File: config.mk
export PLATFORM = sky130hd
export DESIGN_NAME = cic_integrator_decimator_flat
export DESIGN_NICKNAME = d
export VERILOG_FILES = /design/src/rtl/sdm_pkg.sv /design/src/rtl/cic_integrator_decimator_if.sv /design/src/rtl/cic_integrator.sv /design/src/rtl/cic_integrator_decimator.sv /design/src/flat_wrapper.sv
export SDC_FILE = /design/constraint.sdc
export NUM_CORES = 1
export LEC_CHECK = 0
export CAP_MARGIN = 10
export CORE_MARGIN = 10
export CORE_UTILIZATION = 61
export DETAILED_ROUTE_END_ITERATION = 6
export HOLD_SLACK_MARGIN = 0.08
export PLACE_DENSITY = 0.8
export SLEW_MARGIN = 15
export SYNTH_ARGS = -nofsm -noshare
export SYNTH_HDL_FRONTEND = slang
export SYNTH_SLANG_ARGS = --single-unit
File: constraint.sdc
create_clock -name CLK -period 2.8 [get_ports CLK]
set_clock_uncertainty 0.2 [all_clocks]
set_input_delay 0.56 -clock CLK [delete_from_list [all_inputs] [get_ports CLK]]
set_output_delay 0.56 -clock CLK [all_outputs]
set_load 0.03 [all_outputs]
File: src/rtl/sdm_pkg.sv
// Shared constants and helpers for the sigma-delta CIC decimator front end.
package sdm_pkg;

  localparam int unsigned SDM_ORDER     = 3;
  localparam int unsigned SDM_DEC_RATIO = 16;
  localparam int unsigned SDM_ACC_W     = 16;

  // Signed values of a modulator bit; narrowed to ACC_W at the point of use
  localparam int SDM_POS = 1;
  localparam int SDM_NEG = -1;

  function automatic int unsigned sdm_width(input int unsigned order, input int unsigned ratio);
    return 2 + order * $clog2(ratio);
  endfunction

endpackage

File: src/rtl/cic_integrator_decimator_if.sv
// Bitstream input and decimated sample output of the CIC integrator/decimator.
interface cic_integrator_decimator_if #(
  parameter int unsigned ACC_W = sdm_pkg::SDM_ACC_W
);
  logic                    ENABLE;
  logic                    bit_in;
  logic                    bit_valid;
  logic signed [ACC_W-1:0] output_data;
  logic                    sample_strobe;

  modport master (
    output ENABLE, bit_in, bit_valid,
    input  output_data, sample_strobe
  );

  modport slave (
    input  ENABLE, bit_in, bit_valid,
    output output_data, sample_strobe
  );
endinterface

File: src/rtl/cic_integrator.sv
// One wrapping two's-complement accumulator stage of the CIC integrator chain.
module cic_integrator #(
  parameter int unsigned ACC_W = 16
) (
  input  logic                    CLK,
  input  logic                    RST,
  input  logic                    i_en,
  input  logic signed [ACC_W-1:0] i_din,
  output logic signed [ACC_W-1:0] o_acc
);

  logic signed [ACC_W-1:0] r_acc;

  always_ff @(posedge CLK or negedge RST) begin
    if (!RST) begin
      r_acc <= '0;
    end else if (i_en) begin
      r_acc <= r_acc + i_din;
    end
  end

  assign o_acc = r_acc;

endmodule

File: src/rtl/cic_integrator_decimator.sv
// Pipelined CIC integrator cascade for a 1-bit sigma-delta stream, decimated by DEC_RATIO.
module cic_integrator_decimator
  import sdm_pkg::*;
#(
  parameter int unsigned ORDER     = SDM_ORDER,
  parameter int unsigned DEC_RATIO = SDM_DEC_RATIO,
  parameter int unsigned ACC_W     = SDM_ACC_W
) (
  input logic                      CLK,
  input logic                      RST,
  cic_integrator_decimator_if.slave bus
);

  localparam int unsigned CNT_W = $clog2(DEC_RATIO);

  if (sdm_width(ORDER, DEC_RATIO) > ACC_W) begin : g_width_err
    $error("ACC_W=%0d too narrow, needs %0d", ACC_W, sdm_width(ORDER, DEC_RATIO));
  end
  if (ORDER < 1 || ORDER > 4) begin : g_order_err
    $error("ORDER=%0d outside 1..4", ORDER);
  end
  if (DEC_RATIO < 2 || DEC_RATIO > 256 || (DEC_RATIO & (DEC_RATIO - 1)) != 0) begin : g_ratio_err
    $error("DEC_RATIO=%0d must be a power of two in 2..256", DEC_RATIO);
  end

  logic                    w_accept;
  logic                    w_cnt_last;
  logic signed [ACC_W-1:0] w_int [ORDER+1];
  logic [CNT_W-1:0]        r_cnt;
  logic signed [ACC_W-1:0] r_out;
  logic                    r_strobe;

  assign w_accept   = bus.ENABLE & bus.bit_valid;
  assign w_cnt_last = (r_cnt == CNT_W'(DEC_RATIO - 1));
  assign w_int[0]   = bus.bit_in ? ACC_W'(SDM_POS) : ACC_W'(SDM_NEG);

  // Each stage sums the registered output of the previous one, so the chain is pipelined
  for (genvar k = 1; k <= int'(ORDER); k++) begin : g_int
    cic_integrator #(
      .ACC_W (ACC_W)
    ) u_int (
      .CLK   (CLK),
      .RST   (RST),
      .i_en  (w_accept),
      .i_din (w_int[k-1]),
      .o_acc (w_int[k])
    );
  end

  always_ff @(posedge CLK or negedge RST) begin
    if (!RST) begin
      r_cnt    <= '0;
      r_out    <= '0;
      r_strobe <= 1'b0;
    end else begin
      r_strobe <= 1'b0;
      if (w_accept) begin
        r_cnt <= w_cnt_last ? '0 : r_cnt + CNT_W'(1);
        if (w_cnt_last) begin
          r_out    <= w_int[ORDER];
          r_strobe <= 1'b1;
        end
      end
    end
  end

  assign bus.output_data   = r_out;
  assign bus.sample_strobe = r_strobe;

endmodule

File: src/flat_wrapper.sv
// flat-port wrapper written by rule: the top's interface ports become plain ports
module cic_integrator_decimator_flat import sdm_pkg::*;
#(
  parameter int unsigned ORDER     = SDM_ORDER,
  parameter int unsigned DEC_RATIO = SDM_DEC_RATIO,
  parameter int unsigned ACC_W     = SDM_ACC_W
)
  (CLK, RST, bus_ENABLE, bus_bit_in, bus_bit_valid, bus_output_data, bus_sample_strobe);
  cic_integrator_decimator_if #(.ACC_W(ACC_W)) bus_i ();
  input logic CLK;
  input logic RST;
  input wire logic [$bits(bus_i.ENABLE)-1:0] bus_ENABLE;
  input wire logic [$bits(bus_i.bit_in)-1:0] bus_bit_in;
  input wire logic [$bits(bus_i.bit_valid)-1:0] bus_bit_valid;
  output wire logic [$bits(bus_i.output_data)-1:0] bus_output_data;
  output wire logic [$bits(bus_i.sample_strobe)-1:0] bus_sample_strobe;
  assign bus_i.ENABLE = bus_ENABLE;
  assign bus_i.bit_in = bus_bit_in;
  assign bus_i.bit_valid = bus_bit_valid;
  assign bus_output_data = bus_i.output_data;
  assign bus_sample_strobe = bus_i.sample_strobe;
  cic_integrator_decimator #(.ORDER(ORDER), .DEC_RATIO(DEC_RATIO), .ACC_W(ACC_W)) u_core (.CLK(CLK), .RST(RST), .bus(bus_i));
endmodule
==> impl_metrics.toml <==
[synthesis]
ys_seq_area_frac = 0.3660
synth-edff-count = 0
synth_cell_types = 61
synth_ff_type = "dfrtp_1"
async_flop_share = 1.000
syn-num-nets = 555
synth.avg_cell_area_sq_um = 9.399
netlist_area_sq_mm = 0.004718
ys_seq_elements = 69
synth_cells = 502
yosysWarnings = 0

[global_route]
grt_pass1_wl_mm = 17.94
grt_max_degree = 38
track_usage = 0.1860
grt_pass1_vias = 3917
antenna_found_initial = 0
globalRoute.totalOverflow = 0

[sta]
finalSetupViolCount = 0
post-route-period-util = 0.9579
setup_ws_ps = 118.0
clock.fmax_mhz = 372.9
slew-limit-headroom = 0.5200
drv_slew = 0
tns_ps = 0
hold_violations = 0
min_period_ps = 2682
worst_pin_slew_ps = 720.0

[drt]
via_per_inst = 5.848
dr.pass1.iters = 4
drt-total-wl_mm = 10.41
dr_total_vias = 3912
remaining_drc_errors = 0
wl_per_cell_um = 15.55
detail-route-antenna-nets = 0
initialDrtViolationCount = 217

[floorplanning]
die_x_um = 108.0
die_h_um = 108.0
ios = 22
die-area_sq_mm = 0.01165
initial_core_util = 0.6202
num_rows = 32
core_sq_mm = 0.007607

[cells_and_area]
layout_commonest_cell = "nand2_1"
drive_above_1_share = 0.1587
fin_nets = 615
syn2layout_area_growth_pct = 17.63
antenna_cells = 0
mostFrequentLayoutCells = "nand2_1 (71), dfrtp_1 (69), ha_1 (45)"

[worst_setup_path]
reg2reg_setup_slack_ps = 170
cp-end-kind = "register"
cp.required_ps = 2840
critical_path_class = "input port to register"
critical_path_peak_fanout = 9
cp-start-kind = "input port"
rr_worst_depth = 8
worstPathArrival_ps = 2720

[place]
place_hpwl_mm = 8.179
io_buffers = 21
place_congestion = 0.9037
place_ws_ps = -344.4

[clocking]
h-tree-depth = 3
cts_max_path_buffers = 2
cts_setup_buffers = 0
clock_latency_ps = 350
cts_hold_buf = 0
cts_resized = 0
cts_sinks = 69
cts_root_buf = "clkbuf_8"
cts_tree = "built"
numCtsBuffers = 9
clk_pin_slew_worst_paths_ps = 70

[pwr]
ir_drop_uv = 512.0
p_per_area_mw_per_mm2 = 1287
leakage_nw = 2.624

[min_path]
hp-class = "input port to async pin"

[flow_run]
cap_viol_max_count = 0

[outcome]
status = "finished, final reports clean"
[stage by stage]
stage	hold WS [ps]	std cells	total power (W)	util	area, sq um
final	58.03	669	0.007145	0.7296	5550
after global routing	149.7	669	0.007774	0.7296	5550
after CTS	88.92	669	0.007048	0.7238	5507
after detailed placement	278.0	653	0.006226	0.6985	5314
after global placement	265.9	653	0.006016	0.6985	5314
after floorplan	64.41	502	0.004959	-	4718
[path summary, 6_finish.rpt]
kind | from | end
max | bus_bit_in | u_core.g_int[1].u_int.o_acc[14]$_DFFE_PN0P_
min | RST | u_core.bus.output_data[3]$_DFFE_PN0P_
max reg2reg | u_core.g_int[2].u_int.o_acc[0]$_DFFE_PN0P_ | u_core.g_int[3].u_int.o_acc[12]$_DFFE_PN0P_
min reg2reg | u_core.g_int[3].u_int.o_acc[15]$_DFFE_PN0P_ | u_core.g_int[3].u_int.o_acc[15]$_DFFE_PN0P_
max in group asynchronous | RST | u_core.g_int[1].u_int.o_acc[12]$_DFFE_PN0P_
min in group CLK | u_core.g_int[3].u_int.o_acc[15]$_DFFE_PN0P_ | u_core.g_int[3].u_int.o_acc[15]$_DFFE_PN0P_
[cell usage after synthesis (6+ instances only)]
library cell,number,area share
mux2_1,6,0.014
inv_1,12,0.0095
nand2_1,72,0.057
xor2_1,16,0.030
a21oi_1,35,0.037
clkbuf_1,11,0.0088
dfrtp_1,69,0.37
o21a_1,6,0.0095
o21ai_0,43,0.046
xnor2_1,20,0.037
nor2_1,15,0.012
nand4_1,8,0.011
o21ai_1,8,0.0085
a21o_1,16,0.025
nand3_1,11,0.012
nor3_1,7,0.0074
mux2_2,11,0.026
ha_1,45,0.12
a31oi_1,6,0.0080
[cell type report]
type                            instances  area, sq um
Clock buffer                           12        145.1
Clock inverter                          4        47.55
Fill cell                             556         2057
Inverter                               12        45.04
Multi-Input combinational cell        405         2898
Sequential cell                        69         1727
Tap cell                              102        127.6
Timing Repair Buffer                   65        560.5
[logic make-up after synthesis]
family,after synthesis,synth area share
AOI/OAI and AO/OA,161,0.2193
and+or+nand+nor,140,0.1392
DFF,69,0.3660
adders and majority gates,48,0.1321
xor gates and xnor gates,36,0.06683
buffers and inverters,28,0.02970
muxes,20,0.04694
[critical path, cell delays in order]
cell	delay, ps
clkdlybuf4s50_1	500
inv_2	100
ha_1	380
and4_1	220
o2111ai_2	150
a31oi_2	240
o21ai_2	80
o2111a_1	220
a221o_1	250
[registers in the layout (all words and copies together), names as in the netlist]
| signal | flops |
|---|---|
| u_core.g_int.u_int.o_acc | 48 |
| u_core.bus.sample_strobe | 1 |
| u_core.r_cnt | 4 |
| u_core.bus.output_data | 16 |
[power breakdown]
part | leakage, nW | internal [W] | switching [W]
Sequential | 0.875 | 0.00143 | 0.000442
Combinational | 1.65 | 0.00208 | 0.00239
Clock | 0.0964 | 0.000433 | 0.000372
Total | 2.62 | 0.00394 | 0.00320
[routing by layer]
layer	up-vias	GRT usage	routed length, um
met1	1861	0.2277	4679
li1	1966	-	-
met3	20	0.02796	364
met2	65	0.3103	5096
met5	-	0	0
met4	0	0.09828	266
Note: power is estimated with default switching activity, not from simulation.
==> RTL change: new RTL, same settings <==
Set the package constant `SDM_ACC_W` to 14 (it was 16).
--- a/src/rtl/sdm_pkg.sv
+++ b/src/rtl/sdm_pkg.sv
@@ -4,5 +4,5 @@
   localparam int unsigned SDM_ORDER     = 3;
   localparam int unsigned SDM_DEC_RATIO = 16;
-  localparam int unsigned SDM_ACC_W     = 16;
+  localparam int unsigned SDM_ACC_W     = 14;
 
   // Signed values of a modulator bit; narrowed to ACC_W at the point of use
Ports: changed (resized bus_output_data); port bits go from 22 to 20. The function was not compared with the original's and may differ.
==> RTL change against the unedited design <==
Core utilization increased by 1.6 points; synthesized area decreased by 14%; non-clock buffer count decreased by 18; routed wire length decreased by 15%; total power decreased by 17%; cell area decreased by 14%; worst setup slack improved by 0.13 ns; sequential cell count decreased by 8; largest cell class unchanged.
==> RTL change: results (changes against the unedited design) <==
[power]
p_leak_nw=2.24  ; -14%
irDropWorstVdd_mv=0.683  ; +33%

[setup_path]
reg2reg_depth=9  ; +1
cp_max_fo=3  ; -6
r2r_setup_slack_ns=0.25  ; +0.08 ns
crit_path_end=u_core.g_int[2].u_int.o_acc[10]
crit_start=u_core.g_int[1].u_int.o_acc[0]
arrival_ns=2.65  ; -0.07 ns

[synthesis]
synth.distinct_cells=51  ; -16%
seq_area_frac_synth_pct=37.7  ; +1.1 points
synthTopCellsByCount=nand2_1 (62), dfrtp_1 (61), ha_1 (39)
synthTopCellsByArea=dfrtp_1 (38%), ha_1 (12%), nand2_1 (5.8%), o21ai_0 (4.1%), mux2_2 (3.9%)

[cells_and_area]
largest_reg_flops=42  ; -13%
drive_gt1_share_pct=13.6  ; -2.3 points
finalNetCount=527  ; -14%

[routing]
wirelength_um=8800  ; -15%
met1Wirelength_um=3820  ; -18%
via_per_inst=6.02  ; +2.9%
num_vias=3383  ; -14%
drtIter0Drc=216  ; -0.46%
met3_length_um=510  ; +40%

[global_routing]
grt_pass1_vias=3316  ; -15%
grt_max_degree=55  ; +45%
grt_use_met2_pct=29.0  ; -2.1 points
grtUsageMet3_pct=4.56  ; +1.8 points
grt_pass1_wl_um=15100  ; -16%

[status]
outcome=completed

[RTL change: where the power goes]
group | switching, mW | internal [mW] | leakage (nW)
combinational | 1.88 | 1.61 | 1.36
sequential | 0.369 | 1.26 | 0.773
clock | 0.362 | 0.483 | 0.106
total | 2.61 | 3.36 | 2.24
[RTL change: layout make-up]
class | count | area, um2
well taps | 77 | 96.3
multi-input cells | 349 | 2460
fillers | 466 | 1620
repair buffers | 47 | 425
inverters | 12 | 45.0
clock buffers | 13 | 169
clock inverters | 3 | 42.5
flip-flops and latches | 61 | 1530
[RTL change: cells by family after synthesis]
group / after synthesis / share of synthesized area, %
adder cells (fa/ha/maj): 42 / 13.5
AO/OA/AOI/OAI: 140 / 22.7
XOR/XNOR: 25 / 5.41
flip-flops: 61 / 37.7
multiplexers: 14 / 3.90
buffers and inverters: 23 / 2.16
AND/OR/NAND/NOR: 128 / 14.5
[RTL change: stage by stage]
step                      utilization [%]  worst slack, ns  total power, mW  instance area, um2
after detailed placement             70.7           -0.313             5.06                4510
final                                74.6            0.247             5.96                4760
after global placement               70.7           -0.215             4.88                4510
after CTS                            74.2           0.0686             5.93                4740
after floorplan                         -            0.226             4.12                4050
after global routing                 74.6           0.0508             6.53                4760
[RTL change: critical path, cell delays in order, from the launching register on]
cell,delay (ns)
dfrtp_1,0.38
ha_1,0.21
inv_1,0.07
fa_1,0.40
nor2b_1,0.18
o31ai_1,0.13
a21oi_1,0.25
a21oi_1,0.17
or4_1,0.41
nand3_1,0.09
[RTL change: timing repair]
item	4_1_cts	5_1_grt
setup endpoints to repair	0	2
gates resized for setup	0	5
hold buffers	1	0
endpoints found under the hold margin	22	0
